File: config.mk
export PLATFORM = sky130hd
export DESIGN_NAME = sprite_pixel_scheduler
export DESIGN_NICKNAME = d
export VERILOG_FILES = /design/src/rtl/sprite_pixel_scheduler.sv
export SDC_FILE = /design/constraint.sdc
export NUM_CORES = 1
export LEC_CHECK = 0
export ABC_AREA = 0
export BUFFER_PORTS_ARGS = -buffer_cell sky130_fd_sc_hd__buf_2
export CORE_UTILIZATION = 25
export DETAILED_ROUTE_END_ITERATION = 16
export GPL_TIMING_DRIVEN = 0
export SLEW_MARGIN = 20
export SYNTH_ARGS = -nofsm -noshare
export SYNTH_HDL_FRONTEND = slang
export SYNTH_SLANG_ARGS = --single-unit
File: constraint.sdc
create_clock -name Clk -period 7.5 [get_ports Clk]
set_input_delay 0.375 -clock Clk [delete_from_list [all_inputs] [get_ports Clk]]
set_output_delay 0.375 -clock Clk [all_outputs]
set_load 0.01 [all_outputs]
File: src/rtl/sprite_pixel_scheduler.sv
// rtl/sprite_pixel_scheduler.sv - shared sprite ROM read scheduler with priority scan and colour-key fall-through
//
// Purpose: for each requested pixel, scans objects in priority order (index 0
// first), reads the texel of every object covering the pixel from one shared
// frame-RAM port, skips transparent texels (== KEY) and returns the first opaque
// colour, or BG when nothing opaque covers the pixel.
//
// Ports:
//   Clk, Reset          clock, synchronous active-high reset
//   pix_req             one-cycle start pulse; DrawX/DrawY and object state latched
//   DrawX, DrawY        pixel coordinates
//   obj_en/x/y/base     packed per-object enable, top-left corner, ROM frame base
//   rom_addr, rom_rd    registered ROM read request (one-cycle strobe)
//   rom_data            ROM read data, valid ROM_LAT cycles after rom_rd
//   pix_rgb, pix_valid  resolved colour (held) and its one-cycle valid pulse
//   busy                a pixel is in flight
//   overrun             pix_req arrived while busy and was dropped

module sprite_pixel_scheduler #(
  parameter int          NUM_OBJ = 4,
  parameter int          SPR_W   = 50,
  parameter int          SPR_H   = 50,
  parameter int          ADDR_W  = 19,
  parameter int          ROM_LAT = 1,
  parameter logic [23:0] KEY     = 24'hFF0000,
  parameter logic [23:0] BG      = 24'hFFFFFF
) (
  input  logic                      Clk,
  input  logic                      Reset,
  input  logic                      pix_req,
  input  logic [9:0]                DrawX,
  input  logic [9:0]                DrawY,
  input  logic [NUM_OBJ-1:0]        obj_en,
  input  logic [NUM_OBJ*10-1:0]     obj_x,
  input  logic [NUM_OBJ*10-1:0]     obj_y,
  input  logic [NUM_OBJ*ADDR_W-1:0] obj_base,
  output logic [ADDR_W-1:0]         rom_addr,
  output logic                      rom_rd,
  input  logic [23:0]               rom_data,
  output logic [23:0]               pix_rgb,
  output logic                      pix_valid,
  output logic                      busy,
  output logic                      overrun
);

  localparam int IDX_W = (NUM_OBJ > 1) ? $clog2(NUM_OBJ) : 1;
  localparam int LAT_W = (ROM_LAT > 0) ? $clog2(ROM_LAT + 1) : 1;
  localparam logic [IDX_W-1:0] LAST_IDX = IDX_W'(NUM_OBJ - 1);
  localparam logic [LAT_W-1:0] LAT_END  = LAT_W'(ROM_LAT);

  typedef enum logic [1:0] {S_IDLE, S_SCAN, S_WAIT, S_DONE} state_t;

  state_t                      state_q, state_d;
  logic [IDX_W-1:0]            idx_q, idx_d;
  logic [LAT_W-1:0]            lat_q, lat_d;
  logic [9:0]                  draw_x_q, draw_x_d, draw_y_q, draw_y_d;
  logic [NUM_OBJ-1:0]          en_q, en_d;
  logic [NUM_OBJ*10-1:0]       x_q, x_d, y_q, y_d;
  logic [NUM_OBJ*ADDR_W-1:0]   base_q, base_d;
  logic [ADDR_W-1:0]           rom_addr_q, rom_addr_d;
  logic                        rom_rd_q, rom_rd_d;
  logic [23:0]                 pix_rgb_q, pix_rgb_d;
  logic                        pix_valid_q, pix_valid_d;

  // Currently scanned object, taken from the latched snapshot
  logic              cur_en;
  logic [9:0]        cur_x, cur_y, dx, dy;
  logic [10:0]       x_end, y_end;
  logic [ADDR_W-1:0] cur_base, rd_addr;
  logic              hit;

  always_comb begin
    cur_en   = en_q[idx_q];
    cur_x    = x_q[int'(idx_q)*10 +: 10];
    cur_y    = y_q[int'(idx_q)*10 +: 10];
    cur_base = base_q[int'(idx_q)*ADDR_W +: ADDR_W];
    // 11-bit right/bottom edges so objects near the screen edge cannot wrap
    x_end    = {1'b0, cur_x} + 11'(SPR_W);
    y_end    = {1'b0, cur_y} + 11'(SPR_H);
    hit      = cur_en &&
               ({1'b0, draw_x_q} >= {1'b0, cur_x}) && ({1'b0, draw_x_q} < x_end) &&
               ({1'b0, draw_y_q} >= {1'b0, cur_y}) && ({1'b0, draw_y_q} < y_end);
    dx       = draw_x_q - cur_x;
    dy       = draw_y_q - cur_y;
    rd_addr  = cur_base + ADDR_W'(dy) * ADDR_W'(SPR_W) + ADDR_W'(dx);
  end

  always_comb begin
    state_d     = state_q;
    idx_d       = idx_q;
    lat_d       = lat_q;
    draw_x_d    = draw_x_q;
    draw_y_d    = draw_y_q;
    en_d        = en_q;
    x_d         = x_q;
    y_d         = y_q;
    base_d      = base_q;
    rom_addr_d  = rom_addr_q;
    rom_rd_d    = 1'b0;
    pix_rgb_d   = pix_rgb_q;
    pix_valid_d = 1'b0;
    case (state_q)
      S_IDLE: begin
        if (pix_req) begin
          draw_x_d = DrawX;
          draw_y_d = DrawY;
          en_d     = obj_en;
          x_d      = obj_x;
          y_d      = obj_y;
          base_d   = obj_base;
          idx_d    = '0;
          state_d  = S_SCAN;
        end
      end
      S_SCAN: begin
        if (hit) begin
          rom_addr_d = rd_addr;
          rom_rd_d   = 1'b1;
          lat_d      = '0;
          state_d    = S_WAIT;
        end else if (idx_q == LAST_IDX) begin
          pix_rgb_d   = BG;
          pix_valid_d = 1'b1;
          state_d     = S_DONE;
        end else begin
          idx_d = idx_q + 1'b1;
        end
      end
      S_WAIT: begin
        // lat_q counts cycles since the rom_rd cycle; data is sampled at ROM_LAT
        if (lat_q == LAT_END) begin
          if (rom_data != KEY) begin
            pix_rgb_d   = rom_data;
            pix_valid_d = 1'b1;
            state_d     = S_DONE;
          end else if (idx_q == LAST_IDX) begin
            pix_rgb_d   = BG;
            pix_valid_d = 1'b1;
            state_d     = S_DONE;
          end else begin
            idx_d   = idx_q + 1'b1;
            state_d = S_SCAN;
          end
        end else begin
          lat_d = lat_q + 1'b1;
        end
      end
      default: state_d = S_IDLE;
    endcase
  end

  always_ff @(posedge Clk) begin
    if (Reset) begin
      state_q     <= S_IDLE;
      idx_q       <= '0;
      lat_q       <= '0;
      draw_x_q    <= '0;
      draw_y_q    <= '0;
      en_q        <= '0;
      x_q         <= '0;
      y_q         <= '0;
      base_q      <= '0;
      rom_addr_q  <= '0;
      rom_rd_q    <= 1'b0;
      pix_rgb_q   <= '0;
      pix_valid_q <= 1'b0;
    end else begin
      state_q     <= state_d;
      idx_q       <= idx_d;
      lat_q       <= lat_d;
      draw_x_q    <= draw_x_d;
      draw_y_q    <= draw_y_d;
      en_q        <= en_d;
      x_q         <= x_d;
      y_q         <= y_d;
      base_q      <= base_d;
      rom_addr_q  <= rom_addr_d;
      rom_rd_q    <= rom_rd_d;
      pix_rgb_q   <= pix_rgb_d;
      pix_valid_q <= pix_valid_d;
    end
  end

  assign rom_addr  = rom_addr_q;
  assign rom_rd    = rom_rd_q;
  assign pix_rgb   = pix_rgb_q;
  assign pix_valid = pix_valid_q;
  assign busy      = (state_q != S_IDLE);
  // Flags the dropped request in the same cycle it is presented
  assign overrun   = pix_req && (state_q != S_IDLE);

endmodule

Word level (Yosys, flattened, before mapping)
Cells that the tools add are included.
{ "word_totals": {"reg_bits": 230, "inputBits": 207, "out_inout_bits": 47} }
{ "classes": {"addsub": 8, "multipliers": 3, "n_lt_le_gt_ge": 5, "eq_ne": 10, "shift": 3, "n_mux": 29, "bitwise_logic": 1, "n_reduce_logical": 16} }
{ "ops": {"columns": ["op", "n"], "rows": [
  ["24-bit two-way mux", 4],
  ["76-bit by 8-bit variable part select with 19-bit output", 1],
  ["24-bit one-hot mux with 2 select lines", 1],
  ["40-bit by 32-bit variable part select with 10-bit output", 1],
  ["40-bit by 7-bit variable part select with 10-bit output", 1],
  ["24-bit inequality test, second input constant", 1],
  ["10-bit by 6-bit adder with 11-bit output, second input constant", 2],
  ["10-bit by 11-bit less-than comparator with 1-bit output", 2],
  ["2-bit two-way mux", 11],
  ["10-bit >= comparator", 2],
  ["10-bit subtractor", 2],
  ["19-bit by 10-bit adder with 19-bit output", 1],
  ["19-bit by 16-bit adder with 19-bit output", 1],
  ["10-bit by 5-bit multiplier with 15-bit output, second input constant", 1],
  ["2-bit one-hot mux with 3 select lines", 2],
  ["2-bit inequality test, second input constant", 5],
  ["1-bit two-way mux", 8],
  ["2-bit by 5-bit multiplier with 7-bit output, second input constant", 1],
  ["2-bit AND reduction", 3],
  ["3-bit AND reduction", 2],
  ["1-bit logical AND", 5],
  ["2-bit by 3-bit multiplier with 5-bit output, second input constant", 1],
  ["5-bit AND reduction", 1],
  ["2-bit equality test, second input constant", 2],
  ["12 further kinds", 14]
]} }

Depth between registers and ports, before layout
Gate-level depths: netlist of run 1.
{ "depth": {"word_depth": 9, "ltp_mapped": 35} }

Least setup slack after synthesis of run 1
No wires, ideal clock.
{ "synth_timing": {"path_type": "reg2reg", "startpoint": "register idx_q[0]", "endpoint": "register rom_addr_q[18], in the netlist rom_addr[18]", "setup_time_ns": 0.091, "t_arrival_ns": 6.864, "required_time_ns": 7.409, "slack_ns": 0.545, "stages_incl_launch_ff": 35, "n_path_buf": 4, "synth_period_minus_slack_ns": 6.955, "cell_sequence": "dfxtp_1 -> buf_6 -> buf_12 -> buf_12 -> clkbuf_1 -> mux4_2 -> ha_1 -> fa_1 -> nor2b_1 -> o21ai_0 -> nand2_1 -> a21oi_1 -> o21ai_0 -> xor2_1 -> ha_1 -> ha_1 -> inv_1 -> fa_1 -> inv_1 -> ha_1 -> o21ai_0 -> a21boi_0 -> o21ai_0 -> and2_1 -> xnor2_1 -> ha_1 -> ha_1 -> nand2_1 -> nand2_1 -> a21oi_1 -> a21oi_1 -> o31ai_1 -> a31oi_1 -> xnor2_1 -> a311oi_1"} }
{ "synth_between": {"elab_chain_cells": 8, "elab_cells_between_ends": 23, "classes_between": "add/sub (6); mul (3); order compare (4); shift (3); mux (2); reduce/logical (5)"} }
{ "synth_lines": {"columns": ["item", "line_no", "rtl"], "rows": [
  ["start, declared", "54", "logic [IDX_W-1:0] idx_q, idx_d;"],
  ["start signal, assigned", "169", "idx_q <= idx_d;"],
  ["branches (longest 8 deep; another with 19-bit by 16-bit adder with 19-bit output)", null, null],
  ["end signal, assigned", "177", "rom_addr_q <= rom_addr_d;"],
  ["end, declared", "60", "logic [ADDR_W-1:0] rom_addr_q, rom_addr_d;"]
]} }
Parallel ways; which one is timed is not known. The select of a mux whose other input is x is not followed.
A chain may end at the register's enable or synchronous reset.

Worst setup path in the final report of run 1
{ "layout_timing": {"startpoint": "register idx_q[1]", "endpoint": "register rom_addr_q[18], in the netlist rom_addr[18]"} }
The elaborated chain is that of the path after synthesis.

==> flow_metrics.tcl, run 1 <==
set metrics [dict create \
    synth-seq-cells 230 \
    hold_path_depth 3 \
    grt_use_met3_pct 2.72 \
    htreeDepth 1 \
    num_vias 12100 \
    finalHoldViolCount 0 \
    grtUsageTotal_pct 15.8 \
    yosysMostFrequentCell "nand2_1" \
    synth-edff-count 0 \
    yosysSeqAreaShare_pct 35.5 \
    critPathLaunchType "register" \
    drcViolationCount 0 \
    grt_pass1_vias 11700 \
    antenna_found_initial 1 \
    cp.arrival_ns 7.54 \
    cts_max_path_buffers 3 \
    final.setup_skew_ns 0.0128 \
    cts_tree "built" \
    clk_pin_slew_ns 0.06 \
    cp.required_ns 7.91 \
    crit_path_start "idx_q[1]$_SDFFE_PP0P_" \
    cp_slowest_cell "fa_1" \
    drtIter0Drc 661 \
    num-nets-final 2186 \
    worstSkewPairLatency_ns 0.56 \
    fp.dieH_um 230 \
    yosysWarnings 0 \
    r2r_start "idx_q[1]$_SDFFE_PP0P_" \
    slew_violations 0 \
    r2r_slack_ns 0.36 \
    wl_per_cell_um 17.0 \
    cts_made_buffers 27 \
    vias_per_cell 4.72 \
    hold_class "in -> reg" \
    yosysTopAreaCell "dfxtp_1" \
    synthDominantCellAreaShare_pct 35.5 \
    synthFlopType "dfxtp_1" \
    fp.coreArea_um2 51300 \
    end_kind "register" \
    post-route-min-period_ns 7.14 \
    gp_congestion 0.897 \
    tightestPinTransition_ns 0.956 \
    finalWirelength_um 43300 \
    dieArea_um2 52700 \
    grt_max_degree 20 \
    hold_path_startpoint "obj_base[3]" \
    numClockSinks 230 \
    fp.dieW_um 230 \
    fmax_mhz 140 \
    yosysUniqueCellTypes 65 \
    netlist_area_um2 13000 \
    grt_use_met1_pct 20.7 \
    path_common_cell "ha_1" \
    path_class "reg -> reg" \
    dpl.hpwl_um 34700 \
    synthTopCellsByArea "dfxtp_1 36%, nand2_1 11%, ha_1 10%" \
    initial_core_util_pct 25.3 \
    synth_commonest_cells "395 x nand2_1, 231 x a21oi_1, 230 x dfxtp_1, 138 x inv_1, 106 x ha_1" \
    cts-root-buf "clkbuf_16" \
    ff2ff_path_depth 33 \
    grt.met2_usage_pct 25.8 \
    syn_avg_cell_area_um2 8.23 \
    relSlewSlack_pct 36.3 \
    busiest_layer "met2" \
    io_pins 254 \
    hold_buffers 0 \
    finalCritPeriodShare_pct 95.1 \
    r2r-end "rom_addr[18]$_SDFFE_PP0P_" \
    holdWs_ns 0.0607 \
    areaGrowthSynthToFinish_pct 23.9 \
    syn_nets 1904 \
    num_rows 83 \
    grt_pass1_wl_um 64900 \
    cpPeakStageDelay_ns 0.53 \
    maxCapViolations 0 \
    drive_above_1_share_pct 19.7 \
    syn_inst 1574 \
    outcome "finished, final reports clean" \
    drt_pass1_iterations 5 \
    setup_violations 0 \
    postRouteAntennaNets 0 \
    async_flop_share_pct 0 \
    worstHoldEndpoint "base_q[3]$_SDFFE_PP0P_" \
    io_buffers 252 \
    cp_max_fo 19 \
    gr-total-overflow 0 \
]
==> what timing repair did <==
| item | 4_1_cts | 5_1_grt |
|---|---|---|
| setup endpoints to repair | 9 | 6 |
| pin swaps | 0 | 5 |
| setup buffers | 0 | 3 |
| resized for setup | 3 | 22 |
| cloned | 0 | 1 |
==> metal layers <==
metal | up-vias | routed length [um]
li1 | 5950 | -
met1 | 5618 | 19500
met2 | 403 | 19800
met3 | 84 | 2420
met4 | 0 | 1710
met5 | - | 0
==> critical path, delay by kind of cell, from the launching register on <==
family	cells	cell delay (ns)
flip-flops	1	0.38
multiplexers	1	0.37
AND/OR/NAND/NOR	5	0.65
XOR/XNOR	3	0.71
adder cells (fa/ha/maj)	8	2.71
AO/OA/AOI/OAI	11	1.49
buffers and inverters	5	0.68
==> cell usage in the layout, fill, tap and decap left out, types with 7 or more instances in the layout <==
| cell | instances |
|---|---|
| a221oi_1 | 26 |
| ha_1 | 105 |
| xnor2_1 | 27 |
| a21o_1 | 8 |
| o21a_1 | 7 |
| inv_1 | 138 |
| o21ai_0 | 51 |
| buf_2 | 258 |
| fa_1 | 17 |
| nand3_1 | 20 |
| nand2_1 | 395 |
| mux2i_1 | 7 |
| a21oi_1 | 227 |
| clkbuf_1 | 74 |
| clkbuf_16 | 28 |
| nor2b_1 | 7 |
| xor2_1 | 7 |
| mux4_2 | 33 |
| nand2b_1 | 9 |
| dfxtp_1 | 228 |
| nor2_1 | 30 |
| and2_1 | 8 |
| a211oi_1 | 10 |
| nor3_1 | 11 |
==> cells by family (layout without fill, tap and decap cells) <==
logic type | Yosys count | after routing | synth area share (%)
AND/OR/NAND/NOR | 524 | 524 | 17.3
AO/OA/AOI/OAI | 387 | 387 | 17.4
flip-flops | 230 | 230 | 35.5
buffers and inverters | 228 | 527 | 7.06
adder cells (fa/ha/maj) | 123 | 123 | 12.9
multiplexers | 47 | 47 | 7.46
XOR/XNOR | 35 | 35 | 2.37
other | 0 | 1 | 0
==> area by class of cell <==
class | instances | area [um^2]
fill | 5502 | 35300
multi-input combinational | 1116 | 7490
sequential | 230 | 4610
timing repair buffer | 256 | 1310
tap | 680 | 851
clock buffer | 33 | 728
inverter | 138 | 518
buffer | 87 | 405
clock inverter | 13 | 138
antenna | 1 | 2.50
==> stage by stage <==
stage               utilization, %  setup slack, ns  area, um^2  std cells  TNS [ns]
global route                  31.3         -0.00373       16000       2553  -0.00373
finish                        31.3            0.364       16100       2554         0
CTS                           31.1          -0.0440       15900       2550   -0.0440
global placement              29.4           -0.871       15100       2506     -4.16
detailed placement            29.4           -0.947       15100       2506     -4.56
floorplan                        -            0.545       13000       1574         0
==> worst max-delay path by stage <==
stage                                end  slack, ns  cells after the start
3_5_place_dp   rom_addr[18]$_SDFFE_PP0P_      -0.95                     34
6_report       rom_addr[18]$_SDFFE_PP0P_       0.36                     33
2_1_floorplan  rom_addr[18]$_SDFFE_PP0P_       0.54                     34
4_1_cts        rom_addr[18]$_SDFFE_PP0P_      -0.04                     33
5_1_grt        rom_addr[18]$_SDFFE_PP0P_     -0.004                     33
3_3_place_gp   rom_addr[18]$_SDFFE_PP0P_      -0.87                     34
==> state kept, by name (all words and copies together) (netlist names) <==
name and flops:
base_q 76, x_q 40, y_q 40, pix_rgb 24, rom_addr 19, draw_x_q 10, draw_y_q 10, en_q 4
idx_q 2, state_q 2, lat_q 1, pix_valid 1, rom_rd 1
Power of run 1 is not shown: default switching activity piles up to over one toggle a cycle in this logic, so the estimate is an artifact.
==> run 2: changes to the inputs <==
- CORE_UTILIZATION: 25 -> 40
==> run 2 against run 1 <==
Net effect:
- sequential cell count unchanged
- setup slack improved by 0.075 ns
- core utilization increased by 18 points
- via count decreased by 1.8%
- critical path depth decreased by 2
- register-to-register slack improved by 0.08 ns
- clock-buffer cell count increased by 3
- die area decreased by 37%
- final cell count decreased by 11%
- wire length decreased by 11%
- maximum frequency increased by 1.1%
==> flow_metrics.tcl, run 2 (same netlist as run 1, synthesis figures left out) <==
set metrics [dict create \
    top_register "base_q" \
    drt_pass1_iterations 5 \
    areaGrowthSynthToFinish_pct 20.9 \
    setup_violations 0 \
    antenna_found_initial 0 \
    gp_congestion 0.880 \
    critical_path_buf_inv_count 5 \
    drtIter0Drc 738 \
    worstHoldEndpoint "draw_y_q[0]$_SDFFE_PP0P_" \
    r2r-end "rom_addr[18]$_SDFFE_PP0P_" \
    grt_max_degree 20 \
    relSlewSlack_pct 30.6 \
    path_delay_family "adder cells" \
    worstSkewPairLatency_ns 0.55 \
    cp_max_fo 14 \
    grtUsageTotal_pct 23.2 \
    post-route-min-period_ns 7.06 \
    dpl.hpwl_um 30600 \
    finalWirelength_um 38600 \
    path_common_cell "ha_1" \
    diodes 0 \
    cts_made_buffers 26 \
    io_pins 254 \
    fp.dieH_um 182 \
    cp_slowest_cell "mux4_2" \
    reg.largest.list "base_q (76), x_q (40), y_q (40)" \
    cts_tree "built" \
    cp.required_ns 7.95 \
    fp.dieW_um 182 \
    num_vias 11800 \
    tightestPinTransition_ns 1.04 \
    num-nets-final 2182 \
    mostFrequentLayoutCell "nand2_1" \
    wl_per_cell_um 17.0 \
    vias_per_cell 5.21 \
    largest_reg_flops 76 \
    fillers 3141 \
    fin_tns_setup_ns 0 \
    fp.coreArea_um2 31700 \
    final_cell_mix "395 x nand2_1, 258 x buf_2, 229 x dfxtp_1" \
    drcViolationCount 0 \
    clk_pin_slew_ns 0.06 \
    numClockSinks 230 \
    finalHoldViolCount 0 \
    hold_path_startpoint "DrawY[0]" \
    io_buffers 252 \
    hold_path_depth 3 \
    cpPeakStageDelay_ns 0.57 \
    cp.arrival_ns 7.51 \
    cts-root-buf "clkbuf_16" \
    path_class "reg -> reg" \
    cts_max_path_buffers 3 \
    grt_pass1_wl_um 60600 \
    dieArea_um2 33100 \
    r2r_slack_ns 0.44 \
    end_kind "register" \
    hold_buffers 0 \
    num_rows 65 \
    slew_violations 0 \
    r2r_start "idx_q[0]$_SDFFE_PP0P_" \
    maxCapViolations 0 \
    grt_setup_unrepaired "false" \
    finalCritPeriodShare_pct 94.1 \
    htreeDepth 1 \
    final.setup_skew_ns 0.0153 \
    critPathLaunchType "register" \
    hold_class "in -> reg" \
    initial_core_util_pct 40.9 \
    fmax_mhz 142 \
    outcome "finished, final reports clean" \
    ff2ff_path_depth 31 \
    gr-total-overflow 0 \
    grt_pass1_vias 11400 \
    postRouteAntennaNets 0 \
    drive_above_1_share_pct 19.5 \
]
run 2: changes by cell type in the layout (fill, tap and decap cells not counted), sizes merged:
| cell | change |
|---|---|
| inv | -2 |
| diode | -1 |
| clkbuf | +3 |
| buf | -3 |
| clkinvlp | -2 |
run 2: worst max-delay path by stage:
stage	startpoint	to	slack [ns]	cells after the start
final	idx_q[0]$_SDFFE_PP0P_	rom_addr[18]$_SDFFE_PP0P_	0.44	31
after global routing	idx_q[0]$_SDFFE_PP0P_	rom_addr[18]$_SDFFE_PP0P_	0.05	32
after CTS	idx_q[0]$_SDFFE_PP0P_	rom_addr[18]$_SDFFE_PP0P_	0.04	32
after detailed placement	idx_q[0]$_SDFFE_PP0P_	rom_addr[18]$_SDFFE_PP0P_	-0.87	32
after global placement	idx_q[0]$_SDFFE_PP0P_	rom_addr[18]$_SDFFE_PP0P_	-0.85	32
after floorplan	idx_q[0]$_SDFFE_PP0P_	rom_addr[18]$_SDFFE_PP0P_	0.54	34
run 2: layout make-up:
| type | count | area [um^2] | share of cell area (%) |
|---|---|---|---|
| clock buffer | 36 | 738 | 4.71 |
| inverter | 138 | 518 | 3.31 |
| timing repair buffer | 254 | 1290 | 8.25 |
| multi-input combinational | 1116 | 7500 | 47.8 |
| clock inverter | 9 | 126 | 0.806 |
| tap | 402 | 503 | 3.21 |
| sequential | 230 | 4610 | 29.4 |
| buffer | 86 | 390 | 2.49 |
run 2: metal layers:
| metal | global-route usage, % | routed length, um | part of all wire (%) |
|---|---|---|---|
| met5 | 0 | 0 | 0 |
| met4 | 5.88 | 949 | 2.5 |
| met3 | 2.73 | 2080 | 5.4 |
| met2 | 37.9 | 17600 | 46 |
| met1 | 32.4 | 17900 | 46 |
run 2: timing repair:
item / in CTS / in global routing
cloned: 0 / 1
pin swaps: 1 / 3
setup buffers: 1 / 0
resized for setup: 6 / 18
setup endpoints to repair: 9 / 6
run 2: worst reg2reg max path: cells and delay by family (launching register included):
family | cells | cell delay [ns]
AND/OR/NAND/NOR | 4 | 0.77
AO/OA/AOI/OAI | 11 | 1.61
multiplexers | 1 | 0.57
XOR/XNOR | 2 | 0.41
buffers and inverters | 5 | 0.53
flip-flops | 1 | 0.38
adder cells (fa/ha/maj) | 8 | 2.68
run 2: per-stage QoR:
stage	hold WS (ns)	utilization [%]	setup slack, ns	area, um^2	cells
global route	0.0564	49.4	0.0483	15700	2271
CTS	0.0430	49.2	0.0376	15600	2272
finish	0.0645	49.4	0.439	15700	2271
detailed placement	0.443	46.4	-0.874	14700	2228
global placement	0.439	46.4	-0.849	14700	2228
floorplan	0.432	-	0.545	13000	1574
Power of run 2 is left out for the same reason.
